<file path="config.mk">
export PLATFORM = sky130hd
export DESIGN_NAME = bcd_updown_counter
export DESIGN_NICKNAME = d
export VERILOG_FILES = /design/src/rtl/bcd_updown_counter.sv
export SDC_FILE = /design/constraint.sdc
export NUM_CORES = 1
export LEC_CHECK = 0
export BUFFER_PORTS_ARGS = -buffer_cell sky130_fd_sc_hd__buf_2
export CAP_MARGIN = 20
export CORE_MARGIN = 2
export CORE_UTILIZATION = 40
export DETAILED_ROUTE_END_ITERATION = 16
export PLACE_DENSITY_LB_ADDON = 0.2
export SYNTH_ARGS = -nofsm -noshare
export SYNTH_HDL_FRONTEND = slang
export SYNTH_SLANG_ARGS = --single-unit
</file>
<file path="constraint.sdc">
create_clock -name clk -period 2.69 [get_ports clk]
set_input_delay 0.269 -clock clk [delete_from_list [all_inputs] [get_ports clk]]
set_output_delay 0.269 -clock clk [all_outputs]
set_load 0.02 [all_outputs]
</file>
<file path="src/rtl/bcd_updown_counter.sv">
// rtl/bcd_updown_counter.sv - multi-digit BCD up/down counter with clear, validated load and wrap/saturate
// Digit carries/borrows are derived from per-digit 9/0 flags so the chain has no self-referencing net.
module bcd_updown_counter #(
  parameter int NUM  = 3,
  parameter bit WRAP = 1'b1
) (
  input  logic             clk,
  input  logic             rst,
  input  logic             clr,
  input  logic             load,
  input  logic [4*NUM-1:0] load_val,
  input  logic             din_vld,
  input  logic             dir,
  output logic [4*NUM-1:0] dout,
  output logic             dout_vld,
  output logic             ovf,
  output logic             load_err
);

  logic [NUM-1:0]   is9;
  logic [NUM-1:0]   is0;
  logic [NUM-1:0]   up_step;
  logic [NUM-1:0]   dn_step;
  logic [NUM-1:0]   ld_ok;
  logic [4*NUM-1:0] nxt_up;
  logic [4*NUM-1:0] nxt_dn;
  logic             all9;
  logic             all0;
  logic             load_good;

  genvar i;
  generate
    for (i = 0; i < NUM; i++) begin : g_digit
      logic [3:0] d;
      assign d        = dout[4*i +: 4];
      assign is9[i]   = (d == 4'd9);
      assign is0[i]   = (d == 4'd0);
      assign ld_ok[i] = (load_val[4*i +: 4] <= 4'd9);

      if (i == 0) begin : g_lsd
        assign up_step[i] = 1'b1;
        assign dn_step[i] = 1'b1;
      end else begin : g_upper
        // A digit moves only when every lower digit sits at its rollover value.
        assign up_step[i] = &is9[i-1:0];
        assign dn_step[i] = &is0[i-1:0];
      end

      assign nxt_up[4*i +: 4] = !up_step[i] ? d : (is9[i] ? 4'd0 : d + 4'd1);
      assign nxt_dn[4*i +: 4] = !dn_step[i] ? d : (is0[i] ? 4'd9 : d - 4'd1);
    end
  endgenerate

  assign all9      = &is9;
  assign all0      = &is0;
  assign load_good = &ld_ok;

  always_ff @(posedge clk) begin
    if (rst) begin
      dout     <= '0;
      dout_vld <= 1'b0;
      ovf      <= 1'b0;
      load_err <= 1'b0;
    end else begin
      dout_vld <= 1'b0;
      ovf      <= 1'b0;
      load_err <= 1'b0;
      if (clr) begin
        dout     <= '0;
        dout_vld <= 1'b1;
      end else if (load) begin
        if (load_good) begin
          dout     <= load_val;
          dout_vld <= 1'b1;
        end else begin
          load_err <= 1'b1;
        end
      end else if (din_vld) begin
        dout_vld <= 1'b1;
        // At a boundary the chain result already equals the wrapped value; saturation just holds.
        if (dir) begin
          ovf <= all9;
          if (!all9 || WRAP) dout <= nxt_up;
        end else begin
          ovf <= all0;
          if (!all0 || WRAP) dout <= nxt_dn;
        end
      end
    end
  end

endmodule

</file>
* Word-level counts from Yosys, hierarchy flattened
Cells that the tools add are included.
** Word-level totals
- Register bits after elaboration :: 15
- Input bits :: 18
- Word-level logic and storage cells :: 60
** Operators by class
- $add $sub $neg :: 6
- Order comparisons :: 3
- Equal/unequal tests :: 6
- Muxes and demuxes :: 20
- Bitwise logic cells :: 2
- Reductions and logical operators :: 17
** Operators with widths (count)
- 12-bit two-way mux :: 4
- 4-bit two-way mux :: 10
- 4-bit by 1-bit adder with 4-bit output (second input constant) :: 3
- 4-bit == test (second input constant) :: 3
- 4-bit less-or-equal comparator (second input constant) :: 3
- 4-bit zero test :: 3
- 4-bit by 1-bit subtractor with 4-bit output (second input constant) :: 3
- 3-bit AND reduction :: 3
- 4-bit AND reduction :: 2
- 1-bit two-way mux :: 6
- 3-bit by 2-bit inequality test with 1-bit output (second input constant) :: 2
- 2-bit AND reduction :: 3
- 3-bit nonzero test :: 2
- 4-bit OR reduction :: 1
- 3-bit OR reduction :: 1
- 2-bit by 1-bit inequality test with 1-bit output (second input constant) :: 1
- 1-bit NOT :: 2
- 2-bit nonzero test :: 1
- 2-bit OR reduction :: 1

* Longest topological paths before layout
Gate-level depths: netlist (run 1).
- Word-level depth :: 6
- Gate-level depth with buffers :: 7

* Least setup slack after synthesis (run 1)
No wires, ideal clock.
- Path kind :: flip-flop to flip-flop
- From :: reg dout[0]
- To :: reg dout[10]
- Setup time :: 0.088 ns
- Arrival :: 1.639 ns
- Slack :: 0.963 ns
- Cell stages (with the launch flop) :: 7
- Path through :: dfxtp_1 > buf_6 > nor4_4 > nand3_2 > a32oi_4 > nand2_2 > o32ai_2
** Between the ends
- Word-level cells in the longest chain between the ends :: 4
** RTL lines
- start, declared :: line 14 : output logic [4*NUM-1:0] dout,
- start signal, assigned :: line 73 : dout <= load_val;
- start signal, assigned :: line 83 : if (!all9 || WRAP) dout <= nxt_up;
- start signal, assigned :: line 86 : if (!all0 || WRAP) dout <= nxt_dn;
- 4-bit == test / 4-bit zero test (equally long branches) :: line 36, 37
- 2-bit AND reduction, on equally long branches :: line 45, 46
- 3-bit by 2-bit inequality test with 1-bit output (no source line) / 3-bit nonzero test (equally long branches)
- 4-bit AND reduction (no source line) *
Mark *: on every way between the ends. The rest lies on a longest branch, timed or not.
A chain may end at the register's enable or synchronous reset.

* Worst setup path in the final report (run 1)
- From :: reg dout[4]
- To :: reg dout[10]
The elaborated chain is that of the path after synthesis.

==> out/metrics.cfg, run 1 <==
[layout]
final_common_cell = buf_2
area_delta_synth_final_pct = 12.7
final_nets = 207
fillers = 311
final_layout_size_suffix_gt1_share_pct = 26.6
final_cell_mix = 32 x buf_2, 15 x nor2_1, 15 x dfxtp_1
antenna_cells = 0

[setup_path]
cp_max_fo = 13
crit_family = simple AND/OR/NAND/NOR gates
path_depth = 5
path_class = register to register
max_stage_delay_ps = 450
start_kind = register
rr_worst_depth = 5
crit_buf_inv = 0
required_ps = 2910
path_cells = nor3_1 -> nand3_2 -> a32oi_4 -> nand2_2 -> o32ai_2
critPathCaptureType = register
crit_slowest_cell = dfxtp_1
reg2reg_slack_ps = 850
cp.arrival_ps = 2060

[synth]
synth_seq_cells = 15
synth_top_area_share_pct = 23.9
ys_types = 53
ys_warn_count = 0
ys_async_sr_fraction_pct = 0
synth_area_leaders = dfxtp_1 24%, nor2_1 4.5%, o21ai_0 4.0%
avgSynthCellArea_um2 = 7.48
syn_area_um2 = 1260
synth_nets = 186
synth_cells = 168
synth_enable_flop_cells = 0
ys_seq_area_share_pct = 23.9
ys.flop_type = dfxtp_1
synth_top_area_cell = dfxtp_1

[timing]
fin_crit_ps = 1840
rsz0062_at_grt = no
worst_pin_slew_ps = 555
finalSetupViolCount = 0
finalCritPeriodShare_pct = 68.5
setup-tns-final_ps = 0
clock_skew_ps = 7.70
max_slew_margin_pct = 62.8
fmax_ghz = 0.543
timing.final.ws_setup_ps = 848
fin_hold_ws_ps = 149
drv_slew = 0
finalHoldViolCount = 0

[pwr]
p_clk_share_pct = 26.8
cellInternalPower_mw = 0.338
seqPwrFrac_pct = 47.9
power.switching_mw = 0.177
vdd_drop_max_mv = 0.134
pwr_density_cell_nw_per_um2 = 364
power_frac_comb_pct = 25.4
total_leakage_power_nw = 0.547
power_mw = 0.515
p_sw_share_pct = 34.4

[floorplan]
rows = 20
dieWidth_um = 60.1
initial_core_util_pct = 41.5
die_height_um = 60.1
pin_count = 33
die_area_um2 = 3610
core_area_um2 = 3030

[clock_network]
post_cts_resized = 0
clk_path_buf_depth = 2
clk_latency_ps = 290
ctsHoldBuffers = 0
numClockSinks = 15
cts_root_buf = clkbuf_4
cts_tree = yes
cts_htree_levels = 1
cts.clk_slew.worst_paths_ps = 100
cts_buffers = 3
cts_setup_buffers = 0

[min_path]
hold_class = primary input to register
hold_depth = 2

[routing]
route.detailed.wl_per_inst_um = 13.7
vias = 1336
wirelength_mm = 3.19
drc = 0
via_per_inst = 5.76
dr.pass1.iters = 4
ant_nets = 0
drt_iter0_drc = 56

[place]
port_buffers = 32
gp_congestion = 0.836
hpwl_mm = 2.26
dpl_worst_slack_ps = 839

[grt]
grt_max_degree = 24
grt-ovfl-total = 0
grtUsageTotal_pct = 19.4
antenna_found_initial = 0
first_global_vias = 1149
grt_pass1_wl_mm = 5.33

[flow_run]
maxCapViolCount = 0

[status]
status = complete, no violations

[area by class of cell]
| cell class | instances | area [um2] | area share [%] |
|---|---|---|---|
| Clock inverter | 1 | 5.00 | 0.353 |
| Timing Repair Buffer | 32 | 160 | 11.3 |
| Inverter | 6 | 22.5 | 1.59 |
| Multi-Input combinational cell | 131 | 852 | 60.1 |
| Tap cell | 44 | 55.1 | 3.88 |
| Sequential cell | 15 | 300 | 21.2 |
| Clock buffer | 3 | 22.5 | 1.59 |
[metrics by stage]
stage | area, um2 | utilization (%) | instances
2_1_floorplan | 1260 | - | 168
3_3_place_gp | 1390 | 45.9 | 228
3_5_place_dp | 1390 | 45.9 | 228
4_1_cts | 1420 | 46.8 | 232
5_1_grt | 1420 | 46.8 | 232
6_report | 1420 | 46.8 | 232
[registers in the layout, indices dropped and copies added, names as in the netlist]
name      count
dout_vld      1
ovf           1
load_err      1
dout         12
[kinds of logic (layout without fill, tap and decap cells)]
| family | after synthesis | after routing | synth area share [%] |
|---|---|---|---|
| simple gates | 71 | 71 | 32.0 |
| compound gates | 54 | 54 | 31.1 |
| buf+inv | 22 | 42 | 8.36 |
| flops | 15 | 15 | 23.9 |
| mux | 4 | 4 | 3.18 |
| xor+xnor | 2 | 2 | 1.39 |
[power groups by stage]
stage | Combinational, mW | Clock (mW) | Sequential [mW]
3_3_place_gp | 0.128 | 0 | 0.251
6_report | 0.131 | 0.138 | 0.247
5_1_grt | 0.145 | 0.152 | 0.249
2_1_floorplan | 0.0967 | 0 | 0.249
3_5_place_dp | 0.130 | 0 | 0.251
4_1_cts | 0.130 | 0.143 | 0.246
[final timing paths]
path,from,endpoint
worst min-delay path,rst,dout_vld
worst max-delay path,dout[4],dout[10]
worst max register to register,dout[4],dout[10]
worst min register to register,dout[7],dout[7]
[synthesized netlist by cell type (all sizes together), types with 2 or more instances]
library cell	instances
a21oi	11
o32ai	2
and4b	2
a311oi	4
inv	6
a21boi	2
nand4	3
buf	8
a31oi	4
nand2b	5
o21a	2
o22ai	5
nor4	2
nor2b	3
mux2i	4
and3	2
nor2	16
nand3	8
and2	4
dfxtp	15
o21ai	12
nand3b	2
nand2	13
clkbuf	8
or2	4
o2bb2ai	2
nor3	4
[worst reg2reg max path, stage by stage, from the launching register on]
cell and delay, ps:
dfxtp_1 450, nor3_1 420, nand3_2 150, a32oi_4 380
nand2_2 110, o32ai_2 270
[metal layers]
| metal | GRT usage, % | vias to the layer above | part of all wire (%) |
|---|---|---|---|
| met4 | 6.35 | 0 | 1.0 |
| met2 | 28.1 | 54 | 44 |
| met1 | 29.1 | 619 | 48 |
| li1 | - | 658 | - |
| met5 | 0 | - | 0 |
| met3 | 2.60 | 5 | 7.5 |
No activity file was read; power rests on OpenSTA's default activity.
==> run 2: changes to the inputs <==
--- a/config.mk
+++ b/config.mk
@@ -5,6 +5,7 @@
 export SDC_FILE = /design/constraint.sdc
 export NUM_CORES = 1
 export LEC_CHECK = 0
+export ABC_AREA = 1
 export BUFFER_PORTS_ARGS = -buffer_cell sky130_fd_sc_hd__buf_2
 export CAP_MARGIN = 20
 export CORE_MARGIN = 2
==> constraint.sdc (replaced) <==
create_clock -name clk -period 1.6 [get_ports clk]
set_input_delay 0.16 -clock clk [delete_from_list [all_inputs] [get_ports clk]]
set_output_delay 0.16 -clock clk [all_outputs]
set_load 0.02 [all_outputs]
==> run 2 against run 1 <==
Effect of this change:
- worst setup slack worse by 600 ps
- sequential power rose by 66%
- core utilization rose by 1.5 points
==> out/metrics.cfg, run 2 <==
[status]
status = complete, no violations

[place]
port_buffers = 32
gp_congestion = 0.971
hpwl_mm = 2.54

[pwr]
p_clk_share_pct = 25.7
seqPwrFrac_pct = 44.2
vdd_drop_max_mv = 0.297
power.switching_mw = 0.346
total_leakage_power_nw = 0.785
power_frac_comb_pct = 30.1
p_sw_share_pct = 37.4
pwr_density_cell_nw_per_um2 = 644
cellInternalPower_mw = 0.581

[synth]
synth_enable_flop_cells = 0
ys_warn_count = 0
synth_nets = 233
synth_top_area_share_pct = 24.5
ys_seq_area_share_pct = 24.5
syn_area_um2 = 1220
ys_types = 24
yosysMostFrequentCell = nand2_1
ys.flop_type = dfxtp_1
ys_async_sr_fraction_pct = 0
synth_top_area_cell = dfxtp_1
synth_cells = 215
synth_area_leaders = dfxtp_1 25%, nand2_1 21%, nor2_1 11%
avgSynthCellArea_um2 = 5.69
synth_seq_cells = 15
synthTopCellsByCount = 67 x nand2_1, 36 x nor2_1, 23 x nand3_1, 19 x inv_1, 15 x dfxtp_1

[floorplan]
die_height_um = 59.3
die_area_um2 = 3520
initial_core_util_pct = 41.1
rows = 20
dieWidth_um = 59.3
core_area_um2 = 2980
pin_count = 33

[routing]
ant_nets = 0
dr.pass1.iters = 4
via_per_inst = 5.11
drt_iter0_drc = 115
drc = 0
vias = 1440
route.detailed.wl_per_inst_um = 11.5
wirelength_mm = 3.25

[min_path]
hold_class = primary input to register

[setup_path]
start_kind = register
crit_buf_inv = 1
crit_family = simple AND/OR/NAND/NOR gates
max_stage_delay_ps = 400
required_ps = 1840
cp_max_fo = 6
cp.arrival_ps = 1590
cpMostUsedCell = nand2_1
crit_slowest_cell = dfxtp_1
path_cells = inv_2 -> nor2_2 -> nand2_1 -> nand2_1 -> nand2_2 -> nor2_4 -> nand2_4 -> nand2_1 -> nand2_1 -> nor2_1
path_class = register to register
critPathCaptureType = register

[layout]
antenna_cells = 0
fin_util_pct = 48.3
area_delta_synth_final_pct = 17.6
largest-register = dout
final_common_cell = nand2_1
final_cell_mix = 67 x nand2_1, 36 x nor2_1, 32 x buf_2
final_nets = 268
final_layout_size_suffix_gt1_share_pct = 23.7
largest_register_ffs = 12

[timing]
finalHoldViolCount = 0
drv_slew = 0
finalCritPeriodShare_pct = 84.8
worst_pin_slew_ps = 475
fin_crit_ps = 1360
max_slew_margin_pct = 68.2
setup-tns-final_ps = 0
clock_skew_ps = 11.0
finalSetupViolCount = 0
fmax_ghz = 0.737
rsz0062_at_grt = no

[grt]
grt_pass1_wl_mm = 5.53
first_global_vias = 1293
grt_max_degree = 22
grt-ovfl-total = 0
grtUsageTotal_pct = 20.5
antenna_found_initial = 0

[clock_network]
ctsHoldBuffers = 0
cts_setup_buffers = 0
cts.clk_slew.worst_paths_ps = 110
cts_root_buf = clkbuf_4
clk_path_buf_depth = 2
cts_htree_levels = 1
cts_buffers = 3
numClockSinks = 15
cts_tree = yes
post_cts_resized = 0
clk_latency_ps = 300

[flow_run]
maxCapViolCount = 0

==> run 2: cell count changes after synthesis, moves of 5 or more <==
| cell | previous run | this run |
|---|---|---|
| o22ai_1 | 5 | 0 |
| nand2_1 | 12 | 67 |
| inv_1 | 6 | 19 |
| inv_2 | 0 | 6 |
| clkbuf_1 | 8 | 0 |
| nand3_1 | 7 | 23 |
| nor2_1 | 15 | 36 |
| nand2b_1 | 5 | 0 |
==> run 2: final cells by class <==
class                           count  area [um2]
Fill cell                         344        1540
Multi-Input combinational cell    171         801
Sequential cell                    15         300
Timing Repair Buffer               34         175
Inverter                           25        93.8
Tap cell                           33        41.3
Clock buffer                        3        22.5
Clock inverter                      1        5.00
==> run 2: kinds of logic after synthesis <==
group                     Yosys count  synth area share (%)
AOI/OAI and AO/OA                  24                  10.6
xor gates and xnor gates            1                 0.716
buffers and inverters              29                  10.0
DFF                                15                  24.5
and+or+nand+nor                   146                  54.1
==> run 2: routing by layer <==
layer	vias to the layer above	track usage, %	part of all wire (%)	wire length, um
met5	-	0	0	0
met1	636	27.3	48	1550
met4	0	7.47	1.1	36
met3	4	2.84	4.9	159
met2	46	33.4	46	1510
li1	754	-	-	-
==> run 2: final timing paths <==
check | start | slack [ps] | end | cells past startpoint
worst max-delay path | dout[7] | 240 | dout[9] | 10
worst min-delay path | clr | 90 | dout_vld | 3
worst max register to register | dout[7] | 240 | dout[9] | 10
worst min register to register | dout[0] | 600 | dout[0] | 2
==> run 2: tightest hold or removal path, cell delays in order <==
cell and delay, ps:
buf_2 90, o21bai_1 60, inv_1 40
==> run 2: power groups by stage <==
| stage | Clock (mW) | Combinational [mW] | Sequential, mW |
|---|---|---|---|
| 2_1_floorplan | 0 | 0.181 | 0.433 |
| 3_3_place_gp | 0 | 0.277 | 0.418 |
| 3_5_place_dp | 0 | 0.278 | 0.418 |
| 4_1_cts | 0.245 | 0.279 | 0.410 |
| 5_1_grt | 0.257 | 0.317 | 0.413 |
| 6_report | 0.239 | 0.279 | 0.410 |
==> run 2: metrics by stage <==
| step | setup slack, ps | area, um2 | cells | total power [mW] | hold slack (ps) |
|---|---|---|---|---|---|
| 6_report | 243 | 1440 | 282 | 0.927 | 87.5 |
| 4_1_cts | 240 | 1440 | 282 | 0.933 | 81.3 |
| 5_1_grt | 86.7 | 1440 | 282 | 0.986 | 112 |
| 3_5_place_dp | 215 | 1410 | 278 | 0.696 | 393 |
| 2_1_floorplan | 250 | 1220 | 215 | 0.614 | 280 |
| 3_3_place_gp | 214 | 1410 | 278 | 0.695 | 388 |
==> run 3: changes to the inputs <==
==> constraint.sdc (replaced) <==
create_clock -name clk -period 1.4 [get_ports clk]
set_input_delay 0.14 -clock clk [delete_from_list [all_inputs] [get_ports clk]]
set_output_delay 0.14 -clock clk [all_outputs]
set_load 0.02 [all_outputs]
==> run 3 against run 2 <==
Effect of this change:
- fmax grew 4.9%
- critical path type unchanged
- critical path depth shrank 2
- non-clock buffer count grew 8
- combinational power grew 23%
- cell count grew 2.8%
- die area is the same
- worst setup slack lost 140 ps
- clock skew shrank 1.7 ps
- sequential cell count is the same
- design area grew 5.7%
- first-iteration DRC count shrank 6.1%
- register-to-register slack lost 140 ps
==> out/metrics.cfg, run 3 (synthesis gave the netlist of run 2 again) <==
[layout]
final_common_cell = nand2_1
regArea_um2 = 312
largest_register_ffs = 12
multi_input_area_um2 = 811
fin_util_pct = 51.1
area_delta_synth_final_pct = 24.2
final_cell_mix = 66 x nand2_1, 35 x nor2_1, 32 x buf_2
instances_no_fill = 290
final_layout_size_suffix_gt1_share_pct = 28.8
largest-register = dout
fillers = 327
antenna_cells = 0
final_nets = 276

[floorplan]
rows = 20
dieWidth_um = 59.3
die_height_um = 59.3
core_area_um2 = 2980
die_area_um2 = 3520
pin_count = 33
initial_core_util_pct = 41.1

[grt]
grtUsageMet2_pct = 28.9
grt_pass1_wl_mm = 5.31
grtUsageTotal_pct = 19.8
first_global_vias = 1233
grt-ovfl-total = 0
antenna_found_initial = 0
grt_util_met3_pct = 1.97
grt_max_degree = 12
grt_util_met1_pct = 29.2
grt_most_used_layer = met1

[timing]
worst_pin_slew_ps = 275
finalCritPeriodShare_pct = 92.4
finalSetupViolCount = 0
clock_skew_ps = 9.29
finalHoldViolCount = 0
max_slew_margin_pct = 81.5
fmax_ghz = 0.773
rsz0062_at_grt = no
setup-tns-final_ps = 0
drv_slew = 0
fin_crit_ps = 1290
fin_hold_ws_ps = 73.3

[setup_path]
path_class = register to register
cp_max_fo = 6
crit_slowest_cell = dfxtp_2
cp.arrival_ps = 1490
start_kind = register
path_cells = nor2_2 -> nand2_1 -> nor2_2 -> nor2_1 -> nor2_4 -> nand2_4 -> nor2_1 -> nor2_1
critPathCaptureType = register
rr_worst_depth = 8
max_stage_delay_ps = 370
cpMostUsedCell = nor2_1
crit_buf_inv = 0
path_depth = 8
required_ps = 1590
crit_family = simple AND/OR/NAND/NOR gates

[routing]
drt_iter0_drc = 108
dr.pass1.iters = 4
route.detailed.wl_per_inst_um = 11.5
vias = 1475
wirelength_mm = 3.34
drc = 0
via_per_inst = 5.09
ant_nets = 0

[clock_network]
cts_setup_buffers = 0
clk_latency_ps = 290
ctsHoldBuffers = 0
cts.clk_slew.worst_paths_ps = 90
cts_tree = yes
cts_htree_levels = 1
clk_path_buf_depth = 2
cts_buffers = 3
numClockSinks = 15
cts_root_buf = clkbuf_4

[place]
gp_congestion = 0.912
port_buffers = 32
hpwl_mm = 2.58
dp.cells = 286

[status]
status = complete, no violations

[pwr]
total_leakage_power_nw = 0.830
pwr_density_cell_nw_per_um2 = 706
vdd_drop_max_mv = 0.435

[flow_run]
maxCapViolCount = 0

[min_path]
hold_depth = 3
hold_class = primary input to register

run 3: path summary, 6_finish.rpt:
| path | from | to | slack [ps] |
|---|---|---|---|
| setup / recovery | dout[2] | dout[11] | 110 |
| hold / removal | clr | dout_vld | 70 |
| setup reg to reg | dout[2] | dout[11] | 110 |
| hold reg to reg | dout[2] | dout[2] | 530 |
run 3: worst min-delay path, stage by stage:
cell      delay (ps)
buf_2             90
o21bai_1          60
inv_1             40
run 3: where the power goes:
part	total, mW	internal [mW]	switching (mW)
clock network	0.265	0.106	0.159
logic	0.342	0.129	0.212
registers	0.467	0.443	0.0234
total	1.07	0.679	0.394
run 3: final cells by class:
| cell class | instances | share of cell area [%] |
|---|---|---|
| clock buffer | 3 | 1.48 |
| clock inverter | 1 | 0.329 |
| inverter | 25 | 6.17 |
| multi-input combinational | 171 | 53.3 |
| sequential | 15 | 20.5 |
| tap | 33 | 2.72 |
| timing repair buffer | 42 | 15.5 |
run 3: through the flow:
stage	power [mW]	setup WS, ps	area (um2)
after floorplan	0.702	49.8	1220
after global placement	0.813	11.4	1470
after detailed placement	0.813	23.1	1470
after CTS	1.08	33.0	1500
after global routing	1.15	5.66	1520
final	1.07	107	1520
run 3: routing by layer:
layer	part of all wire [%]	wire (um)
met1	48	1620
met5	0	0
met4	2.2	75
met3	5.6	187
met2	44	1460
run 3: timing repair:
item | 4_1_cts | 5_1_grt
pin swaps | 0 | 1
endpoints found under the hold margin | 0 | 0
resized for setup | 1 | 9
setup endpoints to repair | 2 | 6
